===== src/rtl/fpmul_pipelined.sv =====
// Three-stage pipelined IEEE-754-format multiplier (decode / multiply / round+pack), round-to-nearest-even.
// Defining FPMUL_FLAGS_EN adds the {invalid, overflow, underflow, inexact} flags port and its pipeline.
module fpmul_pipelined #(
  parameter int EXP_W = 8,
  parameter int MAN_W = 23
) (
  input  logic                   clock,
  input  logic                   nreset,
  input  logic [EXP_W+MAN_W:0]   a,
  input  logic [EXP_W+MAN_W:0]   b,
  input  logic                   in_valid,
  output logic                   in_ready,
  output logic [EXP_W+MAN_W:0]   product,
  output logic                   out_valid,
  input  logic                   out_ready
`ifdef FPMUL_FLAGS_EN
  ,
  output logic [3:0]             flags
`endif
);

  localparam int W  = 1 + EXP_W + MAN_W;
  localparam int SW = MAN_W + 1;
  localparam int PW = 2 * SW;
  localparam int XW = EXP_W + 2;
  localparam logic [EXP_W-1:0]     EXP_MAX = '1;
  localparam logic signed [XW-1:0] BIAS    = XW'((1 << (EXP_W - 1)) - 1);
  localparam logic signed [XW-1:0] EMAX_S  = XW'((1 << EXP_W) - 1);

  typedef enum logic [1:0] {CLS_NUM, CLS_ZERO, CLS_INF, CLS_NAN} cls_e;

  logic advance;
  logic v1_q, v2_q, v3_q, v1_d, v2_d, v3_d;

  // Stage 1: unpack and classify
  logic                 sign1_d, sign1_q;
  cls_e                 cls1_d, cls1_q;
  logic [EXP_W-1:0]     ea1_d, ea1_q, eb1_d, eb1_q;
  logic [SW-1:0]        ma1_d, ma1_q, mb1_d, mb1_q;
  logic                 a_zero, a_inf, a_nan, b_zero, b_inf, b_nan, inf_x_zero;

  // Stage 2: significand product and biased exponent sum
  logic                 sign2_d, sign2_q;
  cls_e                 cls2_d, cls2_q;
  logic [PW-1:0]        prod2_d, prod2_q;
  logic signed [XW-1:0] exp2_d, exp2_q;

  // Stage 3: normalise, round, pack
  logic [PW-2:0]        norm;
  logic signed [XW-1:0] exp_n, exp_f;
  logic [MAN_W-1:0]     frac;
  logic [MAN_W:0]       frac_r;
  logic                 guard, rnd, sticky, round_up, unf, ovf;
  logic [W-1:0]         product_d, product_q;

`ifdef FPMUL_FLAGS_EN
  logic       inv1_d, inv1_q, inv2_d, inv2_q;
  logic [3:0] flags_d, flags_q;
`endif

  // A single global enable: every stage moves when the output slot frees up.
  assign advance = out_ready || !v3_q;
  assign v1_d    = advance ? in_valid : v1_q;
  assign v2_d    = advance ? v1_q     : v2_q;
  assign v3_d    = advance ? v2_q     : v3_q;

  // NOTE: every always_comb variable is assigned a default first so no path leaves it unassigned (no latch).
  always_comb begin
    ea1_d      = a[W-2:MAN_W];
    eb1_d      = b[W-2:MAN_W];
    ma1_d      = {1'b1, a[MAN_W-1:0]};
    mb1_d      = {1'b1, b[MAN_W-1:0]};
    sign1_d    = a[W-1] ^ b[W-1];
    a_zero     = (ea1_d == '0);
    b_zero     = (eb1_d == '0);
    a_inf      = (ea1_d == EXP_MAX) && (a[MAN_W-1:0] == '0);
    b_inf      = (eb1_d == EXP_MAX) && (b[MAN_W-1:0] == '0);
    a_nan      = (ea1_d == EXP_MAX) && (a[MAN_W-1:0] != '0);
    b_nan      = (eb1_d == EXP_MAX) && (b[MAN_W-1:0] != '0);
    inf_x_zero = (a_inf && b_zero) || (b_inf && a_zero);
    cls1_d     = CLS_NUM;
    if (a_nan || b_nan || inf_x_zero) cls1_d = CLS_NAN;
    else if (a_inf || b_inf)          cls1_d = CLS_INF;
    else if (a_zero || b_zero)        cls1_d = CLS_ZERO;
`ifdef FPMUL_FLAGS_EN
    inv1_d = (a_nan && !a[MAN_W-1]) || (b_nan && !b[MAN_W-1]) || inf_x_zero;
`endif
  end

  always_comb begin
    sign2_d = sign1_q;
    cls2_d  = cls1_q;
    prod2_d = PW'(ma1_q) * PW'(mb1_q);
    exp2_d  = XW'(ea1_q) + XW'(eb1_q) - BIAS;
`ifdef FPMUL_FLAGS_EN
    inv2_d  = inv1_q;
`endif
  end

  always_comb begin
    norm      = prod2_q[PW-1] ? prod2_q[PW-2:0] : {prod2_q[PW-3:0], 1'b0};
    exp_n     = exp2_q + XW'(prod2_q[PW-1]);
    frac      = norm[PW-2 -: MAN_W];
    guard     = norm[PW-2-MAN_W];
    rnd       = norm[PW-3-MAN_W];
    sticky    = |norm[PW-4-MAN_W:0];
    round_up  = guard && (rnd || sticky || frac[0]);
    frac_r    = {1'b0, frac} + (MAN_W+1)'(round_up);
    // A carry out of the rounded fraction leaves it all-zero, i.e. 1.0 at the next exponent.
    exp_f     = exp_n + XW'(frac_r[MAN_W]);
    unf       = exp_f[XW-1] || (exp_f == '0);
    ovf       = !exp_f[XW-1] && (exp_f >= EMAX_S);
    product_d = {sign2_q, exp_f[EXP_W-1:0], frac_r[MAN_W-1:0]};
`ifdef FPMUL_FLAGS_EN
    flags_d   = {1'b0, 1'b0, 1'b0, guard || rnd || sticky};
`endif
    case (cls2_q)
      CLS_NAN: begin
        product_d = {1'b0, EXP_MAX, 1'b1, {(MAN_W-1){1'b0}}};
`ifdef FPMUL_FLAGS_EN
        flags_d   = {inv2_q, 3'b000};
`endif
      end
      CLS_INF: begin
        product_d = {sign2_q, EXP_MAX, {MAN_W{1'b0}}};
`ifdef FPMUL_FLAGS_EN
        flags_d   = 4'b0000;
`endif
      end
      CLS_ZERO: begin
        product_d = {sign2_q, {(W-1){1'b0}}};
`ifdef FPMUL_FLAGS_EN
        flags_d   = 4'b0000;
`endif
      end
      default: begin
        if (unf) begin
          product_d = {sign2_q, {(W-1){1'b0}}};
`ifdef FPMUL_FLAGS_EN
          flags_d   = 4'b0011;
`endif
        end else if (ovf) begin
          product_d = {sign2_q, EXP_MAX, {MAN_W{1'b0}}};
`ifdef FPMUL_FLAGS_EN
          flags_d   = 4'b0101;
`endif
        end
      end
    endcase
  end

  // NOTE: sequential state uses non-blocking assignments so all flops sample pre-edge values together.
  always_ff @(posedge clock or negedge nreset) begin
    if (!nreset) begin
      v1_q      <= 1'b0;
      v2_q      <= 1'b0;
      v3_q      <= 1'b0;
      product_q <= '0;
`ifdef FPMUL_FLAGS_EN
      flags_q   <= '0;
`endif
    end else begin
      v1_q <= v1_d;
      v2_q <= v2_d;
      v3_q <= v3_d;
      if (advance) begin
        product_q <= product_d;
`ifdef FPMUL_FLAGS_EN
        flags_q   <= flags_d;
`endif
      end
    end
  end

  // NOTE: inner datapath registers are deliberately not reset; the valid bits qualify their contents.
  always_ff @(posedge clock) begin
    if (advance) begin
      sign1_q <= sign1_d;
      cls1_q  <= cls1_d;
      ea1_q   <= ea1_d;
      eb1_q   <= eb1_d;
      ma1_q   <= ma1_d;
      mb1_q   <= mb1_d;
      sign2_q <= sign2_d;
      cls2_q  <= cls2_d;
      prod2_q <= prod2_d;
      exp2_q  <= exp2_d;
`ifdef FPMUL_FLAGS_EN
      inv1_q  <= inv1_d;
      inv2_q  <= inv2_d;
`endif
    end
  end

  assign in_ready  = advance;
  assign out_valid = v3_q;
  assign product   = product_q;
`ifdef FPMUL_FLAGS_EN
  assign flags     = flags_q;
`endif

endmodule


===== config.mk =====
export PLATFORM = sky130hd
export DESIGN_NAME = fpmul_pipelined
export DESIGN_NICKNAME = d
export VERILOG_FILES = /design/src/rtl/fpmul_pipelined.sv
export SDC_FILE = /design/constraint.sdc
export NUM_CORES = 2
export LEC_CHECK = 0
export ABC_AREA = 1
export CELL_PAD_IN_SITES_DETAIL_PLACEMENT = 1
export CELL_PAD_IN_SITES_GLOBAL_PLACEMENT = 2
export CORE_ASPECT_RATIO = 0.7
export CORE_MARGIN = 2
export CORE_UTILIZATION = 25
export CTS_CLUSTER_SIZE = 24
export DETAILED_ROUTE_END_ITERATION = 10
export DONT_BUFFER_PORTS = 1
export PLACE_DENSITY = 0.54
export SLEW_MARGIN = 20
export SYNTH_ARGS = -nofsm -noshare
export SYNTH_HDL_FRONTEND = slang
export SYNTH_SLANG_ARGS = --single-unit

===== constraint.sdc =====
create_clock -name clock -period 7.6 [get_ports clock]
set_input_delay 1.14 -clock clock [delete_from_list [all_inputs] [get_ports clock]]
set_output_delay 1.14 -clock clock [all_outputs]
set_load 0.02 [all_outputs]

==> metrics.cfg <==
[outcome]
outcome = completed

[layout]
mostFrequentLayoutCells = sky130_fd_sc_hd__inv_1, sky130_fd_sc_hd__nand2_1, sky130_fd_sc_hd__fa_1
multi_input_area_mm2 = 0.0183
insertedDiodeCount = 0
final.fill_count = 12900
layout-drive-gt1-share_pct = 5.70
layout_commonest_cell = sky130_fd_sc_hd__inv_1
synthToLayoutAreaGrowth_pct = 11.1
fin_nets = 4115
layoutNonFillerInstCount = 4827
postLayoutCoreUtil_pct = 27.9
regArea_mm2 = 0.00466

[global_route]
use_met1_pct = 28.9
grt_util_met2_pct = 26.3
grt.total_usage_pct = 18.2
grt_start_max_net_pins = 66
gr-max-usage-layer = met1
grt_util_met3_pct = 2.58
grt_pass1_wl_mm = 149
number_of_antenna_violations_at_the_first_check_in_global_routing = 6
grt_pass1_vias = 22900
total_congestion_overflow_after_global_routing = 0

[critical_path]
critPathMostFrequentCell = sky130_fd_sc_hd__fa_1
timing.critical_path.arrival_ps = 7450
r2r_slack_ps = 420
crit_path_end_kind = register
critical_path_peak_fanout = 10
cp_cell_sequence = buf_4, nand2_1, fa_1, inv_1, fa_1, fa_1, fa_1, fa_1, fa_1, inv_1, fa_1, inv_1, ha_1, nand2_1, buf_4, nor2_1, nand2_1, nor4_2, nand3_1, nand4_1, nand2_1
critPathMaxStageDelay_ps = 770
rr_worst_depth = 21
timing.critical_path.slowest_stage_cell = sky130_fd_sc_hd__edfxtp_1
worstReg2RegEnd = prod2_q[44]$_DFFE_PP_
crit_path_start_kind = register
timing_worst_setup_path_type = register to register
regToRegStartpoint = ma1_q[8]$_DFFE_PP_
critical_path_required_ps = 7870

[sta]
hold_violations = 0
fin_ws_ps = 417
timing.final.setup_violations = 0
max_clk_rate_mhz = 139
slew_headroom_pct = 31.5
clock_skew_ps = 29.0
finalSetupTns_ps = 0
rsz_0062_raised_after_global_routing = no
fin_crit_sh_pct = 94.5
slew_violations = 0
worst-slew-pin-transition_ps = 1020
period_minus_slack_ps = 7180

[flow_run]
maxCapViolCount = 0

[routing]
drt_drc_violations_left = 0
wl_per_cell_um = 19.8
dr_total_vias = 20400
finalWirelength_mm = 95.6
ant_nets = 0
drt-vias-per-instance = 4.23
drt_iter0_drc = 1098
drt-pass1-iter-count = 5

[floorplanning]
initial_core_util_pct = 25.1
die_area_mm2 = 0.111
die_height_um = 280
dieWidth_um = 398
fp.coreArea_mm2 = 0.108
rows = 101
num_io_pins = 102

[yosys]
yosys.area.top_type_share_pct = 35.7
mapped_nets = 4078
synth.distinct_cells = 47
post_synth_main_area_contributors = sky130_fd_sc_hd__fa_1, sky130_fd_sc_hd__edfxtp_1, sky130_fd_sc_hd__inv_1
yosys_warnings = 0
synthesis.instances = 3335
netlist.top_cell.by_area = sky130_fd_sc_hd__fa_1
post_synthesis_async_set_or_reset_flop_share_pct = 21.7
synth_enable_flop_cells = 126
ys_ff_latch = 161
mean_area_per_synthesized_cell_um2 = 8.14
syn-cell-area_mm2 = 0.0271
sequential_element_share_of_the_synthesized_area_pct = 17.2
yosys_most_used_dff = sky130_fd_sc_hd__edfxtp_1

[clock_tree]
clock_tree.root_cell = sky130_fd_sc_hd__clkbuf_16
clock_tree_from_tritoncts = built
number_of_clock_buffers_inserted_by_tritoncts = 17
clk_pin_slew_worst_paths_ps = 70
clk_path_buf_depth = 2
cts-htree-levels = 4
clock_latency_ps = 520
cts_sink_cnt = 161

[min_path]
min_path_type = input port to asynchronous set/reset pin

[placed_design]
buffer_ports.inserted = 0
place_congestion = 0.824
place.detailed.instances = 4790
place_ws_ps = 266
dp_hpwl_mm = 82.1

critical path: cells and delay by family (launching register included):
| family | cells | cell delay [ps] |
|---|---|---|
| flip-flops | 1 | 770 |
| buffers and inverters | 5 | 610 |
| AND/OR/NAND/NOR | 8 | 1540 |
| adder cells (fa/ha/maj) | 8 | 4000 |
worst max-delay path by stage:
stage                   startpoint                     to  slack [ps]  depth (start not counted)
6_report        ma1_q[8]$_DFFE_PP_  prod2_q[44]$_DFFE_PP_         420                         21
5_1_grt        mb1_q[12]$_DFFE_PP_  prod2_q[44]$_DFFE_PP_          20                         23
4_1_cts         ma1_q[8]$_DFFE_PP_  prod2_q[44]$_DFFE_PP_         220                         21
3_5_place_dp    mb1_q[3]$_DFFE_PP_  prod2_q[44]$_DFFE_PP_         270                         21
3_3_place_gp    ma1_q[8]$_DFFE_PP_  prod2_q[44]$_DFFE_PP_         150                         21
2_1_floorplan            out_ready               in_ready        1300                          3
registers in the layout, indices dropped and copies added, names as in the netlist, 2 cells and up:
register and flops:
exp2_q 10, product 32, cls1_q 2, ea1_q 8, ma1_q 23, eb1_q 8, cls2_q 2, mb1_q 23
prod2_q 48
final cells by class:
| type | count | share of cell area [%] |
|---|---|---|
| clock inverter | 12 | 0.448 |
| tap | 1442 | 5.99 |
| multi-input combinational | 2069 | 60.6 |
| inverter | 998 | 12.4 |
| sequential | 161 | 15.5 |
| clock buffer | 20 | 1.48 |
| timing repair buffer | 125 | 3.53 |
kinds of logic (layout without fill, tap and decap cells):
family	Yosys count	in the layout	synth area share, %
flops	161	161	17.2
compound gates	193	193	4.02
simple gates	1150	1150	17.1
xor+xnor	51	51	1.65
buf+inv	1105	1155	15.5
fa+ha+maj	675	675	44.5
through the flow:
| step | hold WS, ps | cell area [um2] |
|---|---|---|
| 3_5_place_dp | 405 | 29500 |
| 4_1_cts | 279 | 30100 |
| 5_1_grt | 277 | 30100 |
| 3_3_place_gp | 403 | 29500 |
| 6_report | 318 | 30100 |
| 2_1_floorplan | 400 | 27100 |
layer usage:
metal  vias to the layer above  part of all wire (%)
li1                       9729                     -
met1                     10400                    55
met2                       266                    41
met3                        34                   3.8
met4                         2                  0.71
met5                         -                 0.014
timing repair:
item,4_1_cts,5_1_grt
endpoints found under the setup margin,0,2
hold buffers,0,0
buffers inserted,0,5
gates resized for setup,0,1
endpoints found under the hold margin,0,0
synth_stat cells (7+ instances only):
cell / n
sky130_fd_sc_hd__nor3_1: 11
sky130_fd_sc_hd__nor2_2: 10
sky130_fd_sc_hd__edfxtp_1: 126
sky130_fd_sc_hd__xnor2_1: 13
sky130_fd_sc_hd__nand4_1: 27
sky130_fd_sc_hd__nand2_1: 874
sky130_fd_sc_hd__nand3_1: 52
sky130_fd_sc_hd__o21ai_0: 57
sky130_fd_sc_hd__clkbuf_1: 96
sky130_fd_sc_hd__xor2_1: 38
sky130_fd_sc_hd__buf_6: 7
sky130_fd_sc_hd__nor2_1: 134
sky130_fd_sc_hd__ha_1: 191
sky130_fd_sc_hd__dfrtp_1: 35
sky130_fd_sc_hd__inv_1: 995
sky130_fd_sc_hd__o21ai_1: 12
sky130_fd_sc_hd__a21oi_1: 78
sky130_fd_sc_hd__nor4_1: 20
sky130_fd_sc_hd__o21a_1: 8
sky130_fd_sc_hd__o21bai_1: 9
sky130_fd_sc_hd__fa_1: 484
Power is left out: the tool's default activity adds up to more than one toggle a clock period on the data nets, which glitch-free logic cannot reach.
